==> src/rtl/alu_armv4_seq_if.sv <==
// Decode/writeback bus of the sequential ARMv4 ALU: operation request side,
// result side and the registered NZCV flags.
interface alu_armv4_seq_if #(
    parameter int W = 32
);
    // Both sides use the same valid/ready rule. A transfer happens on a rising
    // edge where VALID and READY are both 1. A source holds VALID and its
    // payload stable until that edge. A sink may raise or lower READY freely.
    logic         IN_VALID;
    logic         IN_READY;
    logic [2:0]   ALU_C;
    logic         SET_F;
    logic [W-1:0] IN1;
    logic [W-1:0] IN2;
    logic         OUT_VALID;
    logic         OUT_READY;
    logic [W-1:0] OUT;
    logic         NF;
    logic         ZF;
    logic         CF;
    logic         VF;

    modport master (
        output IN_VALID, ALU_C, SET_F, IN1, IN2, OUT_READY,
        input  IN_READY, OUT_VALID, OUT, NF, ZF, CF, VF
    );

    modport slave (
        input  IN_VALID, ALU_C, SET_F, IN1, IN2, OUT_READY,
        output IN_READY, OUT_VALID, OUT, NF, ZF, CF, VF
    );
endinterface

==> src/rtl/alu_armv4_seq.sv <==
// Clocked ARMv4 ALU: single-cycle ADD/SUB/AND/ORR/EOR/ADC/SBC, iterative
// shift-add MUL, registered NZCV flags with conditional (S bit) update.
module alu_armv4_seq #(
    parameter int W = 32
) (
    input  logic               CLK,
    input  logic               RST_N,
    alu_armv4_seq_if.slave     bus,
    output logic [1:0]         dbg_state_o
);
    localparam int CW = $clog2(W + 1);

    localparam logic [2:0] OP_ADD = 3'b000;
    localparam logic [2:0] OP_SUB = 3'b001;
    localparam logic [2:0] OP_AND = 3'b010;
    localparam logic [2:0] OP_ORR = 3'b011;
    localparam logic [2:0] OP_EOR = 3'b100;
    localparam logic [2:0] OP_ADC = 3'b101;
    localparam logic [2:0] OP_SBC = 3'b110;
    localparam logic [2:0] OP_MUL = 3'b111;

    typedef enum logic [1:0] {
        S_IDLE = 2'd0,
        S_MUL  = 2'd1,
        S_DONE = 2'd2
    } state_e;

    state_e          state_q, state_d;
    logic [W-1:0]    out_q;
    logic            out_valid_q;
    logic            n_q, z_q, c_q, v_q;
    logic [W-1:0]    mul_a_q;
    logic [W-1:0]    mul_b_q;
    logic [W-1:0]    acc_q;
    logic [CW-1:0]   cnt_q;
    logic            mul_setf_q;

    logic            in_ready;
    logic            accept;
    logic            load_alu;
    logic            load_mul;

    logic            sub_op;
    logic            arith;
    logic            cin;
    logic [W-1:0]    b_eff;
    logic [W:0]      sum;
    logic [W-1:0]    alu_res;
    logic            alu_v;

    // State register
    always_ff @(posedge CLK) begin
        if (!RST_N) begin
            state_q <= S_IDLE;
        end else begin
            state_q <= state_d;
        end
    end

    // Next state
    always_comb begin
        state_d = state_q;
        case (state_q)
            S_IDLE:  if (accept && bus.ALU_C == OP_MUL) state_d = S_MUL;
            S_MUL:   if (cnt_q == CW'(W - 1)) state_d = S_DONE;
            S_DONE:  state_d = S_IDLE;
            default: state_d = S_IDLE;
        endcase
    end

    // FSM outputs; DONE needs no stall because IN_READY at MUL entry implied a drain
    always_comb begin
        in_ready = RST_N && (state_q == S_IDLE) && (!out_valid_q || bus.OUT_READY);
        accept   = bus.IN_VALID && in_ready;
        load_alu = accept && (bus.ALU_C != OP_MUL);
        load_mul = (state_q == S_DONE);
    end

    // Single-cycle datapath; SUB/SBC add the inverted operand
    always_comb begin
        sub_op = (bus.ALU_C == OP_SUB) || (bus.ALU_C == OP_SBC);
        arith  = (bus.ALU_C == OP_ADD) || (bus.ALU_C == OP_SUB) ||
                 (bus.ALU_C == OP_ADC) || (bus.ALU_C == OP_SBC);
        b_eff  = sub_op ? ~bus.IN2 : bus.IN2;
        case (bus.ALU_C)
            OP_SUB:          cin = 1'b1;
            OP_ADC, OP_SBC:  cin = c_q;
            default:         cin = 1'b0;
        endcase
        sum = {1'b0, bus.IN1} + {1'b0, b_eff} + {{W{1'b0}}, cin};
        case (bus.ALU_C)
            OP_AND:  alu_res = bus.IN1 & bus.IN2;
            OP_ORR:  alu_res = bus.IN1 | bus.IN2;
            OP_EOR:  alu_res = bus.IN1 ^ bus.IN2;
            OP_MUL:  alu_res = '0;
            default: alu_res = sum[W-1:0];
        endcase
        alu_v = (bus.IN1[W-1] == b_eff[W-1]) && (sum[W-1] != bus.IN1[W-1]);
    end

    always_ff @(posedge CLK) begin
        if (!RST_N) begin
            out_q       <= '0;
            out_valid_q <= 1'b0;
            n_q         <= 1'b0;
            z_q         <= 1'b0;
            c_q         <= 1'b0;
            v_q         <= 1'b0;
            mul_a_q     <= '0;
            mul_b_q     <= '0;
            acc_q       <= '0;
            cnt_q       <= '0;
            mul_setf_q  <= 1'b0;
        end else begin
            if (load_alu) begin
                out_q <= alu_res;
                if (bus.SET_F) begin
                    n_q <= alu_res[W-1];
                    z_q <= (alu_res == '0);
                    if (arith) begin
                        c_q <= sum[W];
                        v_q <= alu_v;
                    end
                end
            end else if (load_mul) begin
                out_q <= acc_q;
                if (mul_setf_q) begin
                    n_q <= acc_q[W-1];
                    z_q <= (acc_q == '0);
                end
            end

            if (load_alu || load_mul) begin
                out_valid_q <= 1'b1;
            end else if (out_valid_q && bus.OUT_READY) begin
                out_valid_q <= 1'b0;
            end

            // Multiplicand shifts left and multiplier right, one bit per cycle
            if (accept && bus.ALU_C == OP_MUL) begin
                mul_a_q    <= bus.IN1;
                mul_b_q    <= bus.IN2;
                acc_q      <= '0;
                cnt_q      <= '0;
                mul_setf_q <= bus.SET_F;
            end else if (state_q == S_MUL) begin
                acc_q   <= acc_q + (mul_b_q[0] ? mul_a_q : '0);
                mul_a_q <= mul_a_q << 1;
                mul_b_q <= mul_b_q >> 1;
                cnt_q   <= cnt_q + CW'(1);
            end
        end
    end

    assign bus.IN_READY  = in_ready;
    assign bus.OUT_VALID = out_valid_q;
    assign bus.OUT       = out_q;
    assign bus.NF        = n_q;
    assign bus.ZF        = z_q;
    assign bus.CF        = c_q;
    assign bus.VF        = v_q;
    assign dbg_state_o   = state_q;
endmodule

==> src/flat_wrapper.sv <==
// flat-port wrapper written by rule: the top's interface ports become plain ports
module alu_armv4_seq_flat 
#(
    parameter int W = 32
)
  (CLK, RST_N, dbg_state_o, bus_IN_VALID, bus_ALU_C, bus_SET_F, bus_IN1, bus_IN2, bus_OUT_READY, bus_IN_READY, bus_OUT_VALID, bus_OUT, bus_NF, bus_ZF, bus_CF, bus_VF);
  alu_armv4_seq_if #(.W(W)) bus_i ();
  input  logic CLK;
  input  logic RST_N;
  output logic [1:0] dbg_state_o;
  input wire logic [$bits(bus_i.IN_VALID)-1:0] bus_IN_VALID;
  input wire logic [$bits(bus_i.ALU_C)-1:0] bus_ALU_C;
  input wire logic [$bits(bus_i.SET_F)-1:0] bus_SET_F;
  input wire logic [$bits(bus_i.IN1)-1:0] bus_IN1;
  input wire logic [$bits(bus_i.IN2)-1:0] bus_IN2;
  input wire logic [$bits(bus_i.OUT_READY)-1:0] bus_OUT_READY;
  output wire logic [$bits(bus_i.IN_READY)-1:0] bus_IN_READY;
  output wire logic [$bits(bus_i.OUT_VALID)-1:0] bus_OUT_VALID;
  output wire logic [$bits(bus_i.OUT)-1:0] bus_OUT;
  output wire logic [$bits(bus_i.NF)-1:0] bus_NF;
  output wire logic [$bits(bus_i.ZF)-1:0] bus_ZF;
  output wire logic [$bits(bus_i.CF)-1:0] bus_CF;
  output wire logic [$bits(bus_i.VF)-1:0] bus_VF;
  assign bus_i.IN_VALID = bus_IN_VALID;
  assign bus_i.ALU_C = bus_ALU_C;
  assign bus_i.SET_F = bus_SET_F;
  assign bus_i.IN1 = bus_IN1;
  assign bus_i.IN2 = bus_IN2;
  assign bus_i.OUT_READY = bus_OUT_READY;
  assign bus_IN_READY = bus_i.IN_READY;
  assign bus_OUT_VALID = bus_i.OUT_VALID;
  assign bus_OUT = bus_i.OUT;
  assign bus_NF = bus_i.NF;
  assign bus_ZF = bus_i.ZF;
  assign bus_CF = bus_i.CF;
  assign bus_VF = bus_i.VF;
  alu_armv4_seq #(.W(W)) u_core (.CLK(CLK), .RST_N(RST_N), .bus(bus_i), .dbg_state_o(dbg_state_o));
endmodule
==> config.mk <==
export PLATFORM = sky130hd
export DESIGN_NAME = alu_armv4_seq_flat
export DESIGN_NICKNAME = d
export VERILOG_FILES = /design/src/rtl/alu_armv4_seq_if.sv /design/src/rtl/alu_armv4_seq.sv /design/src/flat_wrapper.sv
export SDC_FILE = /design/constraint.sdc
export NUM_CORES = 1
export LEC_CHECK = 0
export ABC_AREA = 1
export BUFFER_PORTS_ARGS = -buffer_cell sky130_fd_sc_hd__buf_2
export CAP_MARGIN = 40
export CORE_UTILIZATION = 60
export CTS_BUF_LIST = sky130_fd_sc_hd__clkbuf_8
export CTS_CLUSTER_DIAMETER = 120
export DETAILED_ROUTE_END_ITERATION = 7
export GPL_TIMING_DRIVEN = 0
export PLACE_DENSITY = 0.8
export REMOVE_ABC_BUFFERS = 1
export SETUP_SLACK_MARGIN = 0.1
export SLEW_MARGIN = 15
export SYNTH_ARGS = -nofsm -noshare
export SYNTH_HDL_FRONTEND = slang
export SYNTH_SLANG_ARGS = --single-unit
==> constraint.sdc <==
create_clock -name CLK -period 6.8 [get_ports CLK]
set_input_delay 0 -clock CLK [delete_from_list [all_inputs] [get_ports CLK]]
set_output_delay 0 -clock CLK [all_outputs]
set_load 0.05 [all_outputs]
==> key figures, run 1 <==
Yosys
  – Synth Instances: 2006
  – Prevailing post-synth register cell: dfxtp_1
  – #FFs+latches synth: 142
  – Area contributors post-synth: dfxtp_1, nand2_1, ha_1
  – Synth warn: 0
  – Mapped cell area: 0.0123 mm2
  – Seq/Total Area, Yosys: 23.1%
  – Post-synth EDFFs: 0
  – Synth unique cells: 44
  – Post-synth top area share: 23.1%
  – FFs w/ async S/R, synth: 0%
  – Post-Syn Area per Cell: 6.15 um2
  – Area leader, netlist: dfxtp_1

Detailed routing
  – Routed WL: 40500 um
  – 1st-iter DRT viols: 1257
  – DRC errors left: 0
  – 1st-pass router iterations: 6
  – Vias: 13700
  – Wirelength per Cell: 16.7 um
  – Final antenna-violating net count: 0
  – Routed vias/inst: 5.62

Timing
  – F_max: 0.255 GHz
  – Clock Skew: 0.0165 ns
  – Setup TNS: 0 ns
  – Final WS setup: 2.88 ns
  – Final Hold Viols: 0
  – Worst slew margin: 41.5%
  – RSZ-0062 raised after global routing: no
  – Min cycle time layout: 3.92 ns
  – Share of the clock period used by the worst path: 57.6%
  – Hold WS: 0.122 ns
  – Final Setup Violations: 0
  – Slew @ Worst Pin: 0.877 ns
  – Pins Over Slew Limit: 0

Cells and area
  – Area Overhead vs Synth: 16.6%
  – Commonest cells after routing, fill and taps aside: nand2_1, inv_1, dfxtp_1
  – Final instance area: 0.0144 mm2
  – Commonest non-fill, non-tap cell in the layout: nand2_1
  – Final cell count without fillers: 2429
  – Layout cells sized above 1: 8.24%
  – N_diodes: 0
  – # nets final: 2350
  – # fillers: 1765

Floorplanning
  – Cell Rows: 52
  – Core Area: 0.0202 mm2
  – Vert. Die Dim: 145 um
  – Die footprint: 0.0211 mm2
  – Number of top-level pins: 112
  – Initial core utilization: 61.1%
  – Chip Width: 145 um

Critical path
  – Worst setup SP type: input port
  – Reg2Reg Setup Slack: 3.05 ns
  – WP buf/inv: 4
  – Largest delay share family, worst path: simple AND/OR/NAND/NOR gates
  – Worst Setup End Kind: flip-flop
  – Data required, critical path: 7.22 ns
  – Crit-path most repeated cell: nand2_1
  – CP Max Fanout: 13
  – CP max-delay cell: o21ai_4
  – WS Path Type: in2reg
  – Largest stage delay, worst path: 0.60 ns
  – Worst path cell trace: buf_2 -> inv_1 -> nand2_1 -> o21ai_4 -> xor2_1 -> fa_1 -> fa_1 -> inv_1 -> nand3_1 -> nand2_2 -> nand2_1 -> nand2_1 -> nand2_1 -> nand2_1 -> nor2_1 -> o21ai_0 -> nand2_1 -> nor2_1 -> nand2_1 -> nor2_1 -> nand3_1 -> nand3_1 -> nand2_1 -> inv_1
  – CP arrival: 4.33 ns

Power
  – Lkg Pwr: 7.52 nW
  – Net Sw Frac: 37.1%
  – Peak VDD IR: 0.166 mV
  – Sequential share of power: 35.5%
  – Total internal power: 1.55 mW
  – Clock group share of total power: 32.9%
  – Switching pwr: 0.912 mW
  – PwrDens: 171 mW/mm2
  – Comb pwr share: 31.6%

Global route
  – Vias in the first global route: 12600
  – Antenna violations before repair: 0
  – Grt ovf: 0
  – Largest net degree at the start of global routing: 52
  – First-pass GRT wire length: 64800 um
  – GRT Total Usage: 38.4%

Place
  – RD Place Congestion: 0.959
  – # placed instances: 2329
  – Detail Placement HPWL: 29900 um
  – DP Worst Slack: 2.52 ns
  – IO buf count: 111
  – Placed Area: 0.0132 mm2

CTS
  – Clk buf depth: 2
  – Clock Tree Root: clkbuf_8
  – CTS tree: yes
  – Gates resized, CTS repair: 0
  – Post-CTS setup repair buffer count: 0
  – Clock slew at reported path FFs: 0.09 ns
  – Num CTS Buffers: 17
  – Clk Latency, worst-skew pair: 0.46 ns
  – Clock sinks: 142
  – H-tree levels: 4

Hold path
  – Hold WC Path Type: in2reg

Flow run
  – Max cap viols: 0

Status
  – Status: finished, final reports clean
[state kept, by name, summed over array words and instances (netlist names)]
register              flops
u_core.bus.NF             1
u_core.bus.CF             1
u_core.bus.VF             1
u_core.acc_q             32
u_core.mul_a_q           32
u_core.bus.OUT           32
u_core.cnt_q              6
u_core.mul_setf_q         1
u_core.bus.OUT_VALID      1
u_core.bus.ZF             1
u_core.dbg_state_o        2
u_core.mul_b_q           32
[power by group through the flow]
| stage | clock [mW] | sequential (mW) | combinational [mW] |
|---|---|---|---|
| after floorplan | 0 | 0.933 | 0.441 |
| after global placement | 0 | 0.890 | 0.696 |
| after detailed placement | 0 | 0.891 | 0.722 |
| after CTS | 0.812 | 0.871 | 0.757 |
| after global routing | 0.836 | 0.875 | 0.854 |
| final | 0.809 | 0.873 | 0.777 |
[metrics by stage]
step / util [%] / total power [mW]
6_report: 71.3 / 2.46
5_1_grt: 71.3 / 2.56
4_1_cts: 71.2 / 2.44
3_5_place_dp: 65.6 / 1.61
3_3_place_gp: 64.0 / 1.59
2_1_floorplan: - / 1.37
[worst min-delay path, cell delays in order]
cell,delay [ns]
buf_2,0.18
nor3b_1,0.07
nor2_1,0.17
a31oi_1,0.11
[timing repair]
| item | 4_1_cts | 5_1_grt |
|---|---|---|
| hold buffers | 69 | 0 |
| endpoints found under the hold margin | 75 | 0 |
| setup endpoints to repair | 0 | 0 |
[cells in the mapped netlist (2+ instances only)]
master / n
clkbuf_1: 44
nand4_1: 12
nor3_1: 10
o21a_1: 3
nand3_1: 87
o2111ai_1: 3
xor2_1: 51
a21oi_1: 117
dfxtp_1: 142
buf_6: 2
buf_2: 17
a21o_1: 8
o21bai_1: 8
o221ai_1: 7
ha_1: 127
a221oi_1: 20
nor2_2: 4
o21ai_0: 81
a31oi_1: 74
nand2_1: 647
inv_2: 4
inv_1: 328
o211ai_1: 18
a21boi_1: 3
nand2_2: 2
buf_1: 3
fa_1: 3
nor2_1: 141
o21ai_1: 4
nor4_1: 7
buf_4: 5
nor3b_1: 2
xnor2_1: 6
nand3b_1: 4
and2_1: 3
[cell type report]
type	count	area [um2]	area share, %
Multi-Input combinational cell	1460	7970	55.4
Clock buffer	17	234	1.63
Inverter	333	1250	8.72
Clock inverter	13	214	1.49
Timing Repair Buffer	194	1530	10.6
Tap cell	270	338	2.35
Sequential cell	142	2840	19.8
[layer usage]
metal / wire, um / track usage [%] / part of all wire [%] / vias to the layer above
li1: - / - / - / 6696
met1: 16900 / 49.0 / 42 / 6284
met2: 19100 / 64.9 / 47 / 590
met3: 3050 / 5.20 / 7.5 / 92
met4: 1450 / 16.4 / 3.6 / 0
met5: 0 / 0 / 0 / -
[cells by family after synthesis]
group                    after synthesis  synth area share [%]
AND/OR/NAND/NOR                      922                  29.9
buffers and inverters                404                  12.7
AO/OA/AOI/OAI                        351                  16.9
flip-flops                           142                  23.1
adder cells (fa/ha/maj)              130                  13.4
XOR/XNOR                              57                  4.05
[path summary, 6_finish.rpt]
kind / startpoint / to / depth (start not counted)
max: bus_ALU_C[1] / u_core.bus.ZF / 24
min: bus_ALU_C[1] / u_core.bus.OUT[3] / 4
max reg2reg: u_core.bus.CF / u_core.bus.ZF / 20
min reg2reg: u_core.bus.OUT[10] / u_core.bus.OUT[10] / 2
Power figures use the tool's default switching activity.
==> run 2, diff against run 1 <==
Settings changed: CORE_UTILIZATION 60 to 57.
Clock period 6.8 ns to 3.3 ns, I/O delays scaled along.
==> run 2 against run 1 <==
Combinational power grew 110%. Clock-buffer cell count is the same. Via count grew 0.51%. Clock skew shrank 0.00082 ns. Highest routed layer unchanged. Routed wire length grew 0.15%. Flip-flop and latch count is the same. Global-route usage shrank 1.9 points. Final area grew 1.1%. Register-to-register slack lost 2.8 ns. First-iteration DRC count shrank 15%. Sequential power grew 110%. Worst hold slack lost 0.080 ns.
==> key figures, run 2 (synthesized netlist as in run 1, its figures left out) <==
Floorplanning
  – Vert. Die Dim: 149 um (was 145 um)
  – Cell Rows: 53 (was 52)
  – Chip Width: 149 um (was 145 um)
  – Core Area: 0.0211 mm2 (was 0.0202 mm2)
  – Number of top-level pins: 112 (unchanged)
  – Die footprint: 0.0222 mm2 (was 0.0211 mm2)
  – Initial core utilization: 58.5% (was 61.1%)

Critical path
  – CP Max Fanout: 4 (was 13)
  – CP max-delay cell: dfxtp_4 (was o21ai_4)
  – Largest delay share family, worst path: simple AND/OR/NAND/NOR gates (unchanged)
  – Worst setup SP type: flip-flop (was input port)
  – Worst Setup End Kind: flip-flop (unchanged)
  – Worst path cell trace: a21oi_1 -> fa_2 -> fa_1 -> inv_2 -> nand3_1 -> nand2_2 -> nand2_1 -> nand2_1 -> nand3_1 -> nand3_1 -> nand2_1 -> nand3_1 -> nand2_1 -> nor2_1 -> nand2_1 -> nor2_1 -> nand3_1 -> nand3_1 -> nand2_1 -> inv_1 (was buf_2 -> inv_1 -> nand2_1 -> o21ai_4 -> xor2_1 -> fa_1 -> fa_1 -> inv_1 -> nand3_1 -> nand2_2 -> nand2_1 -> nand2_1 -> nand2_1 -> nand2_1 -> nor2_1 -> o21ai_0 -> nand2_1 -> nor2_1 -> nand2_1 -> nor2_1 -> nand3_1 -> nand3_1 -> nand2_1 -> inv_1)
  – Data required, critical path: 3.71 ns (was 7.22 ns)
  – WS Path Type: reg2reg (was in2reg)
  – CP arrival: 3.46 ns (was 4.33 ns)
  – WP buf/inv: 2 (was 4)
  – Largest stage delay, worst path: 0.38 ns (was 0.60 ns)

Cells and area
  – Layout cells sized above 1: 9.08% (was 8.24%)
  – Final design utilization: 68.9% (was 71.3%)
  – # nets final: 2358 (was 2350)
  – Final instance area: 0.0145 mm2 (was 0.0144 mm2)
  – Commonest non-fill, non-tap cell in the layout: nand2_1 (unchanged)
  – Commonest cells after routing, fill and taps aside: nand2_1, inv_1, dfxtp_1 (unchanged)
  – Final cell count without fillers: 2444 (was 2429)
  – Area Overhead vs Synth: 17.9% (was 16.6%)
  – N_diodes: 0 (unchanged)

CTS
  – Clock Tree Root: clkbuf_8 (unchanged)
  – Clock sinks: 142 (unchanged)
  – Clk Latency, worst-skew pair: 0.48 ns (was 0.46 ns)
  – Clk buf depth: 2 (unchanged)
  – CTS tree: yes (unchanged)
  – Clock slew at reported path FFs: 0.10 ns (was 0.09 ns)
  – Num CTS Buffers: 17 (unchanged)
  – H-tree levels: 4 (unchanged)

Timing
  – Final Hold Viols: 0 (unchanged)
  – Final WS setup: 0.250 ns (was 2.88 ns)
  – Min cycle time layout: 3.05 ns
  – RSZ-0062 raised after global routing: yes (was no)
  – Setup TNS: 0 ns (unchanged)
  – Clock Skew: 0.0157 ns (was 0.0165 ns)
  – Pins Over Slew Limit: 0 (unchanged)
  – F_max: 0.328 GHz
  – Share of the clock period used by the worst path: 92.4%
  – Worst slew margin: 39.4% (was 41.5%)
  – Hold WS: 0.0418 ns (was 0.122 ns)
  – Final Setup Violations: 0 (unchanged)
  – Slew @ Worst Pin: 0.906 ns (was 0.877 ns)

Global route
  – Largest net degree at the start of global routing: 65 (was 52)
  – Vias in the first global route: 12800 (was 12600)
  – Antenna violations before repair: 0 (unchanged)
  – Grt ovf: 0 (unchanged)
  – GRT Total Usage: 36.4% (was 38.4%)
  – First-pass GRT wire length: 63600 um (was 64800 um)

Detailed routing
  – 1st-iter DRT viols: 1065 (was 1257)
  – Routed WL: 40600 um (was 40500 um)
  – Wirelength per Cell: 16.6 um (was 16.7 um)
  – 1st-pass router iterations: 5 (was 6)
  – Routed vias/inst: 5.62 (about the same)
  – Vias: 13700 (about the same)
  – Final antenna-violating net count: 0 (unchanged)
  – DRC errors left: 0 (unchanged)

Flow run
  – Max cap viols: 0 (unchanged)

Status
  – Status: finished, final reports clean (unchanged)

Place
  – RD Place Congestion: 0.965 (was 0.959)
  – Placed Area: 0.0133 mm2 (was 0.0132 mm2)
  – DP Worst Slack: -0.694 ns (was 2.52 ns)
  – Detail Placement HPWL: 29800 um (was 29900 um)
  – IO buf count: 111 (unchanged)
  – # placed instances: 2336 (was 2329)

Power
  – Lkg Pwr: 7.58 nW (was 7.52 nW)
  – Peak VDD IR: 0.249 mV (was 0.166 mV)
  – PwrDens: 346 mW/mm2 (was 171 mW/mm2)
  – Tot Pwr: 5.03 mW (was 2.46 mW)

Hold path
  – Hold WC Path Type: in2reg (unchanged)
==> run 2: changes by cell type in the layout (fill, tap and decap cells not counted), sizes merged <==
| cell | delta |
|---|---|
| buf | +7 |
| inv | +7 |
| clkinv | -3 |
| bufinv | -2 |
| dlygate4sd3 | +1 |
==> run 2: timing repair <==
action                                  4_1_cts  5_1_grt
endpoints found under the setup margin        6        9
buffers inserted                              2        4
endpoints found under the hold margin        76        0
hold buffers                                 70        0
pin swaps                                     1        1
gates resized for setup                       2       17
==> run 2: worst paths after layout <==
kind         slack [ns]          startpoint  cells past startpoint                    end
max reg2reg        0.25       u_core.bus.CF                     20          u_core.bus.ZF
min reg2reg        0.47  u_core.mul_b_q[31]                      2     u_core.mul_b_q[31]
min                0.04        bus_IN_VALID                      5  u_core.dbg_state_o[0]
max                0.25       u_core.bus.CF                     20          u_core.bus.ZF
==> run 2: layer usage <==
metal / share of wire (%) / vias to the layer above / wire length, um / track usage, %
met5: 0 / - / 0 / 0
met4: 4.6 / 0 / 1860 / 17.8
met3: 7.3 / 122 / 2950 / 5.14
met2: 45 / 594 / 18400 / 62.6
met1: 43 / 6293 / 17300 / 44.4
li1: - / 6722 / - / -
==> run 2: tightest hold or removal path: cells and delay by family <==
family | cells | cell delay (ns)
buffers and inverters | 1 | 0.12
AND/OR/NAND/NOR | 3 | 0.24
AO/OA/AOI/OAI | 1 | 0.13
==> run 2: report_power, final <==
group / switching [mW] / total [mW] / internal (mW) / leakage (nW)
Clock: 0.843 / 1.62 / 0.780 / 0.222
Sequential: 0.0361 / 1.80 / 1.76 / 1.15
Combinational: 1.08 / 1.62 / 0.541 / 6.21
==> run 2: final cells by class <==
class                      count  area (um2)
multi-input combinational   1460        8010
fill                        1908        6550
sequential                   142        2850
timing repair buffer         202        1650
inverter                     333        1250
tap                          275         344
clock buffer                  17         234
clock inverter                15         201
